[config.mk]
export PLATFORM = sky130hd
export DESIGN_NAME = pwm_duty_capture_flat
export DESIGN_NICKNAME = d
export VERILOG_FILES = /design/src/rtl/pwm_cap_pkg.sv /design/src/rtl/pwm_duty_capture_if.sv /design/src/rtl/pwm_edge_sync.sv /design/src/rtl/pwm_duty_capture.sv /design/src/flat_wrapper.sv
export SDC_FILE = /design/constraint.sdc
export NUM_CORES = 1
export LEC_CHECK = 0
export CAP_MARGIN = 20
export CORE_MARGIN = 2
export CORE_UTILIZATION = 63
export DETAILED_ROUTE_END_ITERATION = 7
export GPL_TIMING_DRIVEN = 0
export PLACE_DENSITY = 0.82
export SYNTH_ARGS = -nofsm -noshare
export SYNTH_HDL_FRONTEND = slang
export SYNTH_HIERARCHICAL = 1
export SYNTH_SLANG_ARGS = --single-unit
[constraint.sdc]
create_clock -name clk -period 5.8 [get_ports clk]
set_clock_uncertainty 0.2 [all_clocks]
set_input_delay 1.16 -clock clk [delete_from_list [all_inputs] [get_ports clk]]
set_output_delay 1.16 -clock clk [all_outputs]
set_load 0.01 [all_outputs]
[src/rtl/pwm_cap_pkg.sv]
// Shared types and widths for the PWM duty-capture block.
package pwm_cap_pkg;

    localparam int DUTY_W = 11;
    localparam int PER_W  = 12;
    localparam int CNT_W  = 12;

    localparam logic [DUTY_W-1:0] DUTY_MAX = 11'h7FF;

    typedef enum logic [1:0] {
        IDLE,
        ARM,
        HIGH,
        LOW
    } state_t;

    // One published measurement.
    typedef struct packed {
        logic [DUTY_W-1:0] duty;
        logic [PER_W-1:0]  period;
        logic              stuck;
    } result_t;

endpackage

[src/rtl/pwm_duty_capture_if.sv]
// Result bus of the PWM capture: measurement plus a one-clock valid strobe.
interface pwm_duty_capture_if;
    import pwm_cap_pkg::*;

    logic [DUTY_W-1:0] duty;
    logic [PER_W-1:0]  period;
    logic              vld;
    logic              stuck;

    modport master (output duty, period, vld, stuck);
    modport slave  (input  duty, period, vld, stuck);

endinterface

[src/rtl/pwm_edge_sync.sv]
// Three-flop synchronizer for an asynchronous input with edge detect.
// Only ff2 is exposed as the level so that level and edges stay aligned.
module pwm_edge_sync (
    input  logic clk,
    input  logic rst_n,
    input  logic async_in,
    output logic rise,
    output logic fall,
    output logic level
);

    logic ff1, ff2, ff3;

    // Shift the input through the synchronizer chain.
    always_ff @(posedge clk or negedge rst_n) begin
        if (!rst_n) begin
            ff1 <= 1'b0;
            ff2 <= 1'b0;
            ff3 <= 1'b0;
        end else begin
            ff1 <= async_in;
            ff2 <= ff1;
            ff3 <= ff2;
        end
    end

    assign rise  = ff2 & ~ff3;
    assign fall  = ~ff2 & ff3;
    assign level = ff2;

endmodule

[src/rtl/pwm_duty_capture.sv]
// Measures high time and period of an asynchronous PWM input and publishes
// one result per complete period, or a stuck result after TIMEOUT clocks
// without an edge.
module pwm_duty_capture
    import pwm_cap_pkg::*;
#(
    parameter int TIMEOUT = 2048
) (
    input  logic               clk,
    input  logic               rst_n,
    input  logic               PWM_sig,
    pwm_duty_capture_if.master res
);

    localparam logic [CNT_W-1:0] TO_LAST = CNT_W'(TIMEOUT - 1);
    localparam logic [CNT_W-1:0] TO_SAT  = CNT_W'(TIMEOUT);

    logic rise, fall, level, edge_any, timeout;

    state_t           state, state_nx;
    logic [CNT_W-1:0] hi_cnt, hi_nx;
    logic [CNT_W-1:0] lo_cnt, lo_nx;
    logic [CNT_W-1:0] idle_cnt;

    logic    pub;
    result_t res_nx, res_q;
    logic    vld_q;

    pwm_edge_sync u_sync (
        .clk      (clk),
        .rst_n    (rst_n),
        .async_in (PWM_sig),
        .rise     (rise),
        .fall     (fall),
        .level    (level)
    );

    assign edge_any = rise | fall;
    // An edge clears idle_cnt, so it always wins over a timeout.
    assign timeout  = ~edge_any & (idle_cnt == TO_LAST);

    // Idle counter: cleared by any edge, saturates so a timeout fires once.
    always_ff @(posedge clk or negedge rst_n) begin
        if (!rst_n)                idle_cnt <= '0;
        else if (edge_any)         idle_cnt <= '0;
        else if (idle_cnt != TO_SAT) idle_cnt <= idle_cnt + 1'b1;
    end

    // State and phase counters.
    always_ff @(posedge clk or negedge rst_n) begin
        if (!rst_n) begin
            state  <= IDLE;
            hi_cnt <= '0;
            lo_cnt <= '0;
        end else begin
            state  <= state_nx;
            hi_cnt <= hi_nx;
            lo_cnt <= lo_nx;
        end
    end

    // Next state, counter updates and the result to publish this cycle.
    always_comb begin
        state_nx = state;
        hi_nx    = hi_cnt;
        lo_nx    = lo_cnt;
        pub      = 1'b0;
        res_nx   = '0;
        if (timeout) begin
            pub          = 1'b1;
            res_nx.stuck = 1'b1;
            if (level) begin
                res_nx.duty = DUTY_MAX;
                state_nx    = IDLE;
            end else begin
                state_nx    = ARM;
            end
        end else begin
            case (state)
                // A rise here may be left over from reset; wait for a fall.
                IDLE: if (fall) state_nx = ARM;
                ARM: begin
                    if (rise) begin
                        state_nx = HIGH;
                        hi_nx    = CNT_W'(1);
                    end
                end
                HIGH: begin
                    if (fall) begin
                        state_nx = LOW;
                        lo_nx    = CNT_W'(1);
                    end else begin
                        hi_nx    = hi_cnt + 1'b1;
                    end
                end
                LOW: begin
                    if (rise) begin
                        pub           = 1'b1;
                        res_nx.duty   = hi_cnt[DUTY_W-1:0];
                        res_nx.period = hi_cnt + lo_cnt;
                        state_nx      = HIGH;
                        hi_nx         = CNT_W'(1);
                        lo_nx         = '0;
                    end else begin
                        lo_nx         = lo_cnt + 1'b1;
                    end
                end
                default: state_nx = IDLE;
            endcase
        end
    end

    // Output registers: results hold between valid pulses.
    always_ff @(posedge clk or negedge rst_n) begin
        if (!rst_n) begin
            res_q <= '0;
            vld_q <= 1'b0;
        end else begin
            vld_q <= pub;
            if (pub) res_q <= res_nx;
        end
    end

    assign res.duty   = res_q.duty;
    assign res.period = res_q.period;
    assign res.stuck  = res_q.stuck;
    assign res.vld    = vld_q;

endmodule
[src/flat_wrapper.sv]
// flat-port wrapper written by rule: the top's interface ports become plain ports
module pwm_duty_capture_flat import pwm_cap_pkg::*;
#(
    parameter int TIMEOUT = 2048
)
  (clk, rst_n, PWM_sig, res_duty, res_period, res_vld, res_stuck);
  pwm_duty_capture_if res_i ();
  input  logic clk;
  input  logic rst_n;
  input  logic PWM_sig;
  output wire logic [$bits(res_i.duty)-1:0] res_duty;
  output wire logic [$bits(res_i.period)-1:0] res_period;
  output wire logic [$bits(res_i.vld)-1:0] res_vld;
  output wire logic [$bits(res_i.stuck)-1:0] res_stuck;
  assign res_duty = res_i.duty;
  assign res_period = res_i.period;
  assign res_vld = res_i.vld;
  assign res_stuck = res_i.stuck;
  pwm_duty_capture #(.TIMEOUT(TIMEOUT)) u_core (.clk(clk), .rst_n(rst_n), .PWM_sig(PWM_sig), .res(res_i));
endmodule
==> run_summary.xml, run 1 <==
<?xml version="1.0" encoding="UTF-8"?>
<metrics>
  <group name="layout">
    <metric name="antenna-diode-count" unit="">0</metric>
    <metric name="drive_gt1_share" unit="%">10.82</metric>
    <metric name="area.growth.synth_to_final" unit="%">14.90</metric>
    <metric name="finalNetCount" unit="">430</metric>
  </group>
  <group name="timing">
    <metric name="time_the_final_worst_path_needs_with_i_o_delays_and_setup" unit="ns">2.630</metric>
    <metric name="timing.max_slew.rel_slack" unit="%">45.44</metric>
    <metric name="final_critical_path_setup_slack" unit="ns">3.170</metric>
    <metric name="grt_setup_unrepaired" unit="">false</metric>
    <metric name="setup_viol_count_final" unit="">0</metric>
    <metric name="max_freq" unit="MHz">380.2</metric>
    <metric name="worst_pin_slew" unit="ns">0.8184</metric>
    <metric name="final_worst_path_cycle_share" unit="%">45.35</metric>
    <metric name="slew_viol_final" unit="">0</metric>
    <metric name="final.hold.worst_slack" unit="ns">0.1538</metric>
    <metric name="final_hold_viol_count" unit="">0</metric>
    <metric name="timing.setup.tns" unit="ns">0</metric>
  </group>
  <group name="cts">
    <metric name="tritoncts" unit="">built</metric>
    <metric name="cts_num_sinks" unit="">66</metric>
    <metric name="cts_post_setup_buffers_inserted" unit="">0</metric>
    <metric name="post_cts_resize_count" unit="">0</metric>
    <metric name="clk_latency" unit="ns">0.34</metric>
    <metric name="cts.root.buffer_cell" unit="">sky130_fd_sc_hd__clkbuf_8</metric>
    <metric name="clk_pin_slew" unit="ns">0.07</metric>
    <metric name="numCtsBuffers" unit="">9</metric>
    <metric name="ctsLongestPathBuffers" unit="">2</metric>
    <metric name="cts_hold_buffers" unit="">0</metric>
    <metric name="clock_tree.htree_level_count" unit="">3</metric>
  </group>
  <group name="yosys">
    <metric name="syn_nets" unit="">392</metric>
    <metric name="synth_warnings" unit="">6</metric>
    <metric name="post-synth-top-area-fraction" unit="%">45.75</metric>
    <metric name="asyncSetResetFlopFracSynth" unit="%">100.0</metric>
    <metric name="post_synth_inst_count" unit="">373</metric>
    <metric name="post_synthesis_cell_area" unit="sq um">3610</metric>
    <metric name="synth.top_cells.by_area" unit="">sky130_fd_sc_hd__dfrtp_1, sky130_fd_sc_hd__ha_1, sky130_fd_sc_hd__o21ai_0</metric>
    <metric name="yosys.cell_types.count" unit="">57</metric>
    <metric name="synth_enable_flop_cells" unit="">0</metric>
    <metric name="synth.yosys.seq_area_share" unit="%">45.75</metric>
    <metric name="ys_dominant_reg_cell" unit="">sky130_fd_sc_hd__dfrtp_1</metric>
    <metric name="synth.avg_cell_area" unit="sq um">9.678</metric>
    <metric name="netlist.top_cell.by_area" unit="">sky130_fd_sc_hd__dfrtp_1</metric>
    <metric name="ys_ff_latch" unit="">66</metric>
  </group>
  <group name="placed_design">
    <metric name="hpwl" unit="microns">6030</metric>
    <metric name="pre_cts_slack" unit="ns">3.381</metric>
    <metric name="place.gp.congestion" unit="">0.9286</metric>
    <metric name="port_buffers" unit="">27</metric>
  </group>
  <group name="worst_setup_path">
    <metric name="critical_path.max_fanout" unit="">2</metric>
    <metric name="critical_path_arrival" unit="ns">1.27</metric>
    <metric name="criticalPathCategory" unit="">reg -&gt; out</metric>
    <metric name="critical-path-max-stage-delay" unit="ns">0.55</metric>
    <metric name="crit_family" unit="">buffers and inverters</metric>
    <metric name="worstSetupEndpointType" unit="">primary output</metric>
    <metric name="r2r_setup_slack" unit="ns">3.31</metric>
    <metric name="count_of_buffer_and_inverter_cells_on_the_critical_path" unit="">1</metric>
    <metric name="worst-endpoint-required" unit="ns">4.44</metric>
    <metric name="crit_path_start_kind" unit="">flip-flop</metric>
    <metric name="worstPathCellList" unit="">clkdlybuf4s50_1</metric>
    <metric name="worst_path_max_delay_cell" unit="">sky130_fd_sc_hd__clkdlybuf4s50_1</metric>
  </group>
  <group name="run">
    <metric name="cap_violations" unit="">0</metric>
  </group>
  <group name="floorplan">
    <metric name="start_util" unit="%">65.55</metric>
    <metric name="die_h" unit="microns">79.70</metric>
    <metric name="die_area" unit="sq um">6351</metric>
    <metric name="num_rows" unit="">27</metric>
    <metric name="overall_die_width" unit="microns">79.70</metric>
    <metric name="core_area" unit="sq um">5507</metric>
    <metric name="ios" unit="">28</metric>
  </group>
  <group name="outcome">
    <metric name="status" unit="">complete, no violations</metric>
  </group>
  <group name="route">
    <metric name="ant_nets" unit="">0</metric>
    <metric name="drt_first_iter_violations" unit="">194</metric>
    <metric name="wirelength" unit="microns">8649</metric>
    <metric name="post_drt_wl_per_cell" unit="microns">17.72</metric>
    <metric name="dr_total_vias" unit="">3047</metric>
    <metric name="drt-vias-per-instance" unit="">6.244</metric>
    <metric name="post-route-drc-count" unit="">0</metric>
    <metric name="dr.pass1.iters" unit="">4</metric>
  </group>
  <group name="global_routing">
    <metric name="number_of_antenna_violations_at_the_first_check_in_global_routing" unit="">0</metric>
    <metric name="number_of_global_route_vias_before_repair" unit="">2954</metric>
    <metric name="track_usage" unit="%">29.86</metric>
    <metric name="globalRouteOverflowTotal" unit="">0</metric>
    <metric name="grt_first_pass_wirelength" unit="microns">14460</metric>
    <metric name="largest_net_degree_at_the_start_of_global_routing" unit="">67</metric>
  </group>
  <group name="power">
    <metric name="vdd_drop_max" unit="mV">0.2909</metric>
    <metric name="power.static_leakage" unit="uW">0.001868</metric>
    <metric name="power.density_cell_area" unit="nW/um^2">345.5</metric>
  </group>
  <group name="min_path">
    <metric name="hold_wc_path_type" unit="">reg -&gt; reg</metric>
  </group>
</metrics>
-- sequential cells by signal, indices dropped and copies added (netlist names), 2 cells and up --
name	cells
u_core/hi_cnt	12
u_core/idle_cnt	12
u_core/lo_cnt	12
u_core/res.period	12
u_core/res.duty	11
u_core/state	2
-- cell usage in the layout, fill, tap and decap left out, types with 8 or more instances in the layout --
cell                              count
sky130_fd_sc_hd__a21oi_1             16
sky130_fd_sc_hd__clkbuf_8            11
sky130_fd_sc_hd__nor2b_1              8
sky130_fd_sc_hd__ha_1                15
sky130_fd_sc_hd__clkdlybuf4s50_1     26
sky130_fd_sc_hd__xor2_1              12
sky130_fd_sc_hd__nor2_1              26
sky130_fd_sc_hd__nor4_1               8
sky130_fd_sc_hd__dfrtp_1             66
sky130_fd_sc_hd__nand3_1             24
sky130_fd_sc_hd__o21ai_0             34
sky130_fd_sc_hd__nand2_1             37
sky130_fd_sc_hd__o221a_2             10
sky130_fd_sc_hd__inv_1                9
-- routing by layer --
metal,up-vias,wire length [microns],global-route usage (%)
met1,1500,3765,40.15
met4,0,119,10.34
met5,-,0,0
met3,11,465,4.638
met2,85,4300,49.41
li1,1451,-,-
-- cell type report --
class                   instances  area (sq um)
fillers                       377          1359
clock buffers                  11         151.4
well taps                      72         90.09
flip-flops and latches         66          1652
multi-input cells             283          1843
clock inverters                 5         28.78
inverters                      10         37.54
plain buffers                  14         77.57
repair buffers                 27         267.8
-- final timing paths --
| kind | startpoint | end | cells after the start |
|---|---|---|---|
| setup / recovery | u_core/res.duty[10] | res_duty[10] | 1 |
| hold / removal | u_core/u_sync/ff1 | u_core/u_sync/level | 0 |
| setup reg to reg | u_core/u_sync/level | u_core/res.duty[5] | 7 |
| hold reg to reg | u_core/u_sync/ff1 | u_core/u_sync/level | 0 |
| max in group asynchronous | rst_n | u_core/u_sync/level | 1 |
| min in group asynchronous | rst_n | u_core/res.period[5] | 1 |
-- cell families after synthesis --
| kind of cell | Yosys count | share of synthesized area, % |
|---|---|---|
| AND/OR/NAND/NOR | 153 | 22.77 |
| multiplexers | 1 | 0.2773 |
| adder cells (fa/ha/maj) | 16 | 5.754 |
| buffers and inverters | 24 | 3.189 |
| flip-flops | 66 | 45.75 |
| XOR/XNOR | 18 | 4.367 |
| AO/OA/AOI/OAI | 95 | 17.89 |
-- Yosys cell counts (2+ instances only) --
master / n
sky130_fd_sc_hd__dfrtp_1: 66
sky130_fd_sc_hd__nand2_1: 37
sky130_fd_sc_hd__o21ai_0: 34
sky130_fd_sc_hd__nor2_1: 26
sky130_fd_sc_hd__nand3_1: 24
sky130_fd_sc_hd__a21oi_1: 16
sky130_fd_sc_hd__ha_1: 15
sky130_fd_sc_hd__xor2_1: 12
sky130_fd_sc_hd__o221a_2: 10
sky130_fd_sc_hd__inv_1: 9
sky130_fd_sc_hd__nor2b_1: 8
sky130_fd_sc_hd__nor4_1: 8
sky130_fd_sc_hd__and3_1: 6
sky130_fd_sc_hd__nand2b_1: 6
sky130_fd_sc_hd__nand4_1: 6
sky130_fd_sc_hd__nor3b_1: 6
sky130_fd_sc_hd__xnor2_1: 6
sky130_fd_sc_hd__a221o_1: 5
sky130_fd_sc_hd__buf_2: 5
sky130_fd_sc_hd__clkbuf_1: 5
sky130_fd_sc_hd__nor3_1: 5
sky130_fd_sc_hd__o31ai_1: 5
sky130_fd_sc_hd__a21o_1: 4
sky130_fd_sc_hd__a31oi_1: 4
sky130_fd_sc_hd__or3_1: 4
sky130_fd_sc_hd__a211oi_1: 3
sky130_fd_sc_hd__buf_4: 3
sky130_fd_sc_hd__o41ai_1: 3
sky130_fd_sc_hd__a211o_1: 2
sky130_fd_sc_hd__a22o_1: 2
sky130_fd_sc_hd__or2_2: 2
-- where the power goes --
part / internal (uW) / switching (uW)
sequential: 546 / 95.7
clock: 176 / 175
combinational: 231 / 209
total: 953 / 480
-- through the flow --
step	instances	total power, uW	util, %	instance area (sq um)
after floorplan	373	880.3	-	3610
after global placement	472	1067	72.10	3970
after detailed placement	472	1081	72.05	3968
after CTS	488	1434	75.32	4148
after global routing	488	1511	75.32	4148
final	488	1433	75.32	4148
(Power assumes the default switching activity.)
==> inputs of run 2 (changes only) <==
--- a/config.mk
+++ b/config.mk
@@ -7,10 +7,10 @@
 export LEC_CHECK = 0
 export CAP_MARGIN = 20
 export CORE_MARGIN = 2
-export CORE_UTILIZATION = 63
+export CORE_UTILIZATION = 58
 export DETAILED_ROUTE_END_ITERATION = 7
 export GPL_TIMING_DRIVEN = 0
-export PLACE_DENSITY = 0.82
+export PLACE_DENSITY = 0.76
 export SYNTH_ARGS = -nofsm -noshare
 export SYNTH_HDL_FRONTEND = slang
 export SYNTH_HIERARCHICAL = 1
==> constraint.sdc (replaced) <==
create_clock -name clk -period 2.5 [get_ports clk]
set_clock_uncertainty 0.2 [all_clocks]
set_input_delay 0.5 -clock clk [delete_from_list [all_inputs] [get_ports clk]]
set_output_delay 0.5 -clock clk [all_outputs]
set_load 0.01 [all_outputs]
==> run_summary.xml, run 2 (synthesized netlist as in run 1, its figures left out) <==
<?xml version="1.0" encoding="UTF-8"?>
<metrics>
  <group name="outcome">
    <metric name="status" unit="">complete, no violations</metric>
  </group>
  <group name="worst_setup_path">
    <metric name="r2r_start" unit="">u_core/hi_cnt[7]</metric>
    <metric name="r2r-end" unit="">u_core/res.period[11]</metric>
    <metric name="crit_path_start_kind" unit="">flip-flop</metric>
    <metric name="worstRegToRegCells" unit="">6</metric>
    <metric name="crit_family" unit="">simple AND/OR/NAND/NOR gates</metric>
    <metric name="critical-path-max-stage-delay" unit="ns">0.52</metric>
    <metric name="r2r_setup_slack" unit="ns">0.09</metric>
    <metric name="worstPathCellList" unit="">ha_2 &gt; and3_1 &gt; nor2b_1 &gt; a21oi_1 &gt; or4_1 &gt; nand3_1</metric>
    <metric name="worst-endpoint-required" unit="ns">2.57</metric>
    <metric name="critical_path.max_fanout" unit="">7</metric>
    <metric name="critical_path_arrival" unit="ns">2.49</metric>
    <metric name="worstSetupEndpointType" unit="">flip-flop</metric>
    <metric name="worst_path_max_delay_cell" unit="">sky130_fd_sc_hd__or4_1</metric>
    <metric name="count_of_buffer_and_inverter_cells_on_the_critical_path" unit="">0</metric>
    <metric name="criticalPathCategory" unit="">reg -&gt; reg</metric>
  </group>
  <group name="timing">
    <metric name="final_worst_path_cycle_share" unit="%">96.58</metric>
    <metric name="timing.max_slew.rel_slack" unit="%">45.77</metric>
    <metric name="final_critical_path_setup_slack" unit="ns">0.08551</metric>
    <metric name="slew_viol_final" unit="">0</metric>
    <metric name="worst_pin_slew" unit="ns">0.8134</metric>
    <metric name="timing.setup.tns" unit="ns">0</metric>
    <metric name="final_hold_viol_count" unit="">0</metric>
    <metric name="setup_viol_count_final" unit="">0</metric>
    <metric name="max_freq" unit="MHz">414.2</metric>
    <metric name="time_the_final_worst_path_needs_with_i_o_delays_and_setup" unit="ns">2.414</metric>
    <metric name="grt_setup_unrepaired" unit="">false</metric>
  </group>
  <group name="run">
    <metric name="cap_violations" unit="">0</metric>
  </group>
  <group name="floorplan">
    <metric name="core_area" unit="sq um">5956</metric>
    <metric name="num_rows" unit="">28</metric>
    <metric name="ios" unit="">28</metric>
    <metric name="die_h" unit="microns">82.89</metric>
    <metric name="start_util" unit="%">60.61</metric>
    <metric name="overall_die_width" unit="microns">82.89</metric>
    <metric name="die_area" unit="sq um">6871</metric>
  </group>
  <group name="cts">
    <metric name="clk_latency" unit="ns">0.33</metric>
    <metric name="tritoncts" unit="">built</metric>
    <metric name="numCtsBuffers" unit="">9</metric>
    <metric name="ctsLongestPathBuffers" unit="">2</metric>
    <metric name="cts_hold_buffers" unit="">0</metric>
    <metric name="cts_num_sinks" unit="">66</metric>
    <metric name="cts.root.buffer_cell" unit="">sky130_fd_sc_hd__clkbuf_8</metric>
    <metric name="clk_pin_slew" unit="ns">0.07</metric>
    <metric name="clock_tree.htree_level_count" unit="">3</metric>
  </group>
  <group name="global_routing">
    <metric name="number_of_global_route_vias_before_repair" unit="">2859</metric>
    <metric name="grt_first_pass_wirelength" unit="microns">14250</metric>
    <metric name="track_usage" unit="%">25.42</metric>
    <metric name="largest_net_degree_at_the_start_of_global_routing" unit="">67</metric>
    <metric name="globalRouteOverflowTotal" unit="">0</metric>
    <metric name="number_of_antenna_violations_at_the_first_check_in_global_routing" unit="">0</metric>
  </group>
  <group name="route">
    <metric name="wirelength" unit="microns">8423</metric>
    <metric name="post_drt_wl_per_cell" unit="microns">16.95</metric>
    <metric name="post-route-drc-count" unit="">0</metric>
    <metric name="dr.pass1.iters" unit="">5</metric>
    <metric name="drt-vias-per-instance" unit="">6.191</metric>
    <metric name="dr_total_vias" unit="">3077</metric>
    <metric name="ant_nets" unit="">0</metric>
    <metric name="drt_first_iter_violations" unit="">281</metric>
  </group>
  <group name="placed_design">
    <metric name="place.gp.congestion" unit="">0.8959</metric>
    <metric name="port_buffers" unit="">27</metric>
    <metric name="hpwl" unit="microns">5835</metric>
    <metric name="pre_cts_slack" unit="ns">0.02803</metric>
  </group>
  <group name="layout">
    <metric name="final_cell_mix" unit="">sky130_fd_sc_hd__dfrtp_1, sky130_fd_sc_hd__nand2_1, sky130_fd_sc_hd__o21ai_0</metric>
    <metric name="layout_utilization" unit="%">71.37</metric>
    <metric name="mostFrequentLayoutCell" unit="">sky130_fd_sc_hd__dfrtp_1</metric>
    <metric name="multi_input_area" unit="sq um">1858</metric>
    <metric name="finalNetCount" unit="">437</metric>
    <metric name="area.growth.synth_to_final" unit="%">17.75</metric>
    <metric name="fillers" unit="">441</metric>
    <metric name="antenna-diode-count" unit="">0</metric>
    <metric name="seqCellArea" unit="sq um">1653</metric>
    <metric name="drive_gt1_share" unit="%">13.27</metric>
  </group>
  <group name="min_path">
    <metric name="hold_wc_path_type" unit="">in -&gt; async</metric>
  </group>
  <group name="power">
    <metric name="power.density_cell_area" unit="nW/um^2">805.7</metric>
    <metric name="power.static_leakage" unit="uW">0.001907</metric>
    <metric name="vdd_drop_max" unit="mV">0.6122</metric>
  </group>
</metrics>
==> run 2: changes by cell type in the layout (fill, tap and decap cells not counted), moves of 2 or more <==
cell                       before  now
sky130_fd_sc_hd__buf_4          4   11
sky130_fd_sc_hd__clkinv_2       4    1
sky130_fd_sc_hd__ha_1          15   13
sky130_fd_sc_hd__ha_2           0    2
sky130_fd_sc_hd__nor2_1        26   24
sky130_fd_sc_hd__nor2_2         0    2
==> run 2: worst register-to-register path, delay by kind of cell (launching register included) <==
family	cells	cell delay [ns]
compound gates	1	0.14
flops	1	0.51
simple gates	4	1.06
fa+ha+maj	1	0.44
==> run 2: timing repair <==
item | CTS | global route
resized for setup | 0 | 9
buffers inserted | 0 | 7
hold endpoints to repair | 0 | 0
endpoints found under the setup margin | 0 | 19
==> run 2: per-stage QoR <==
step	total power [uW]	area (sq um)	hold slack [ns]	cells
finish	3424	4250	0.04469	497
global placement	2471	3974	0.1352	475
CTS	3437	4175	0.08616	490
floorplan	2042	3610	0.004409	373
global route	3629	4250	0.1362	497
detailed placement	2494	3971	0.1403	475
==> run 2: power breakdown <==
part           internal [uW]  switching [uW]  leakage, uW  total, uW
combinational            544             482     0.000940       1030
sequential              1270             209     0.000861       1480
clock                    536             386     0.000106        922
total                   2350            1080      0.00191       3420
==> run 2: cell type report <==
cell class,count,share of cell area [%]
well taps,75,2.208
plain buffers,14,1.972
clock inverters,2,0.8243
multi-input cells,283,43.71
repair buffers,34,7.536
inverters,10,0.8831
flip-flops and latches,66,38.89
clock buffers,13,3.974
==> run 2: metal layers <==
metal	part of all wire, %	routed length [microns]	GRT usage [%]	vias up
li1	-	-	-	1469
met1	46	3836	36.52	1510
met2	48	4024	39.59	84
met3	4.9	412	5.567	14
met4	1.8	150	6.259	0
met5	0	0	0	-
==> run 2: worst max path at each step <==
| stage | start | to | slack, ns | cells past startpoint |
|---|---|---|---|---|
| 2_1_floorplan | u_core/u_sync/level | u_core/lo_cnt[0] | 0.33 | 6 |
| 3_3_place_gp | rst_n | u_core/idle_cnt[7] | -1.40 | 1 |
| 3_5_place_dp | u_core/u_sync/level | u_core/res.duty[2] | 0.03 | 7 |
| 4_1_cts | u_core/hi_cnt[6] | u_core/res.period[11] | 0.005 | 6 |
| 5_1_grt | u_core/hi_cnt[7] | u_core/res.period[11] | 0.002 | 6 |
| 6_report | u_core/hi_cnt[7] | u_core/res.period[11] | 0.09 | 6 |
==> inputs of run 3 (changes only) <==
--- a/config.mk
+++ b/config.mk
@@ -5,7 +5,6 @@
 export SDC_FILE = /design/constraint.sdc
 export NUM_CORES = 1
 export LEC_CHECK = 0
-export CAP_MARGIN = 20
 export CORE_MARGIN = 2
 export CORE_UTILIZATION = 58
 export DETAILED_ROUTE_END_ITERATION = 7
==> results of run 3 <==
Final layout, timing and power as in run 2 (identical DEF).
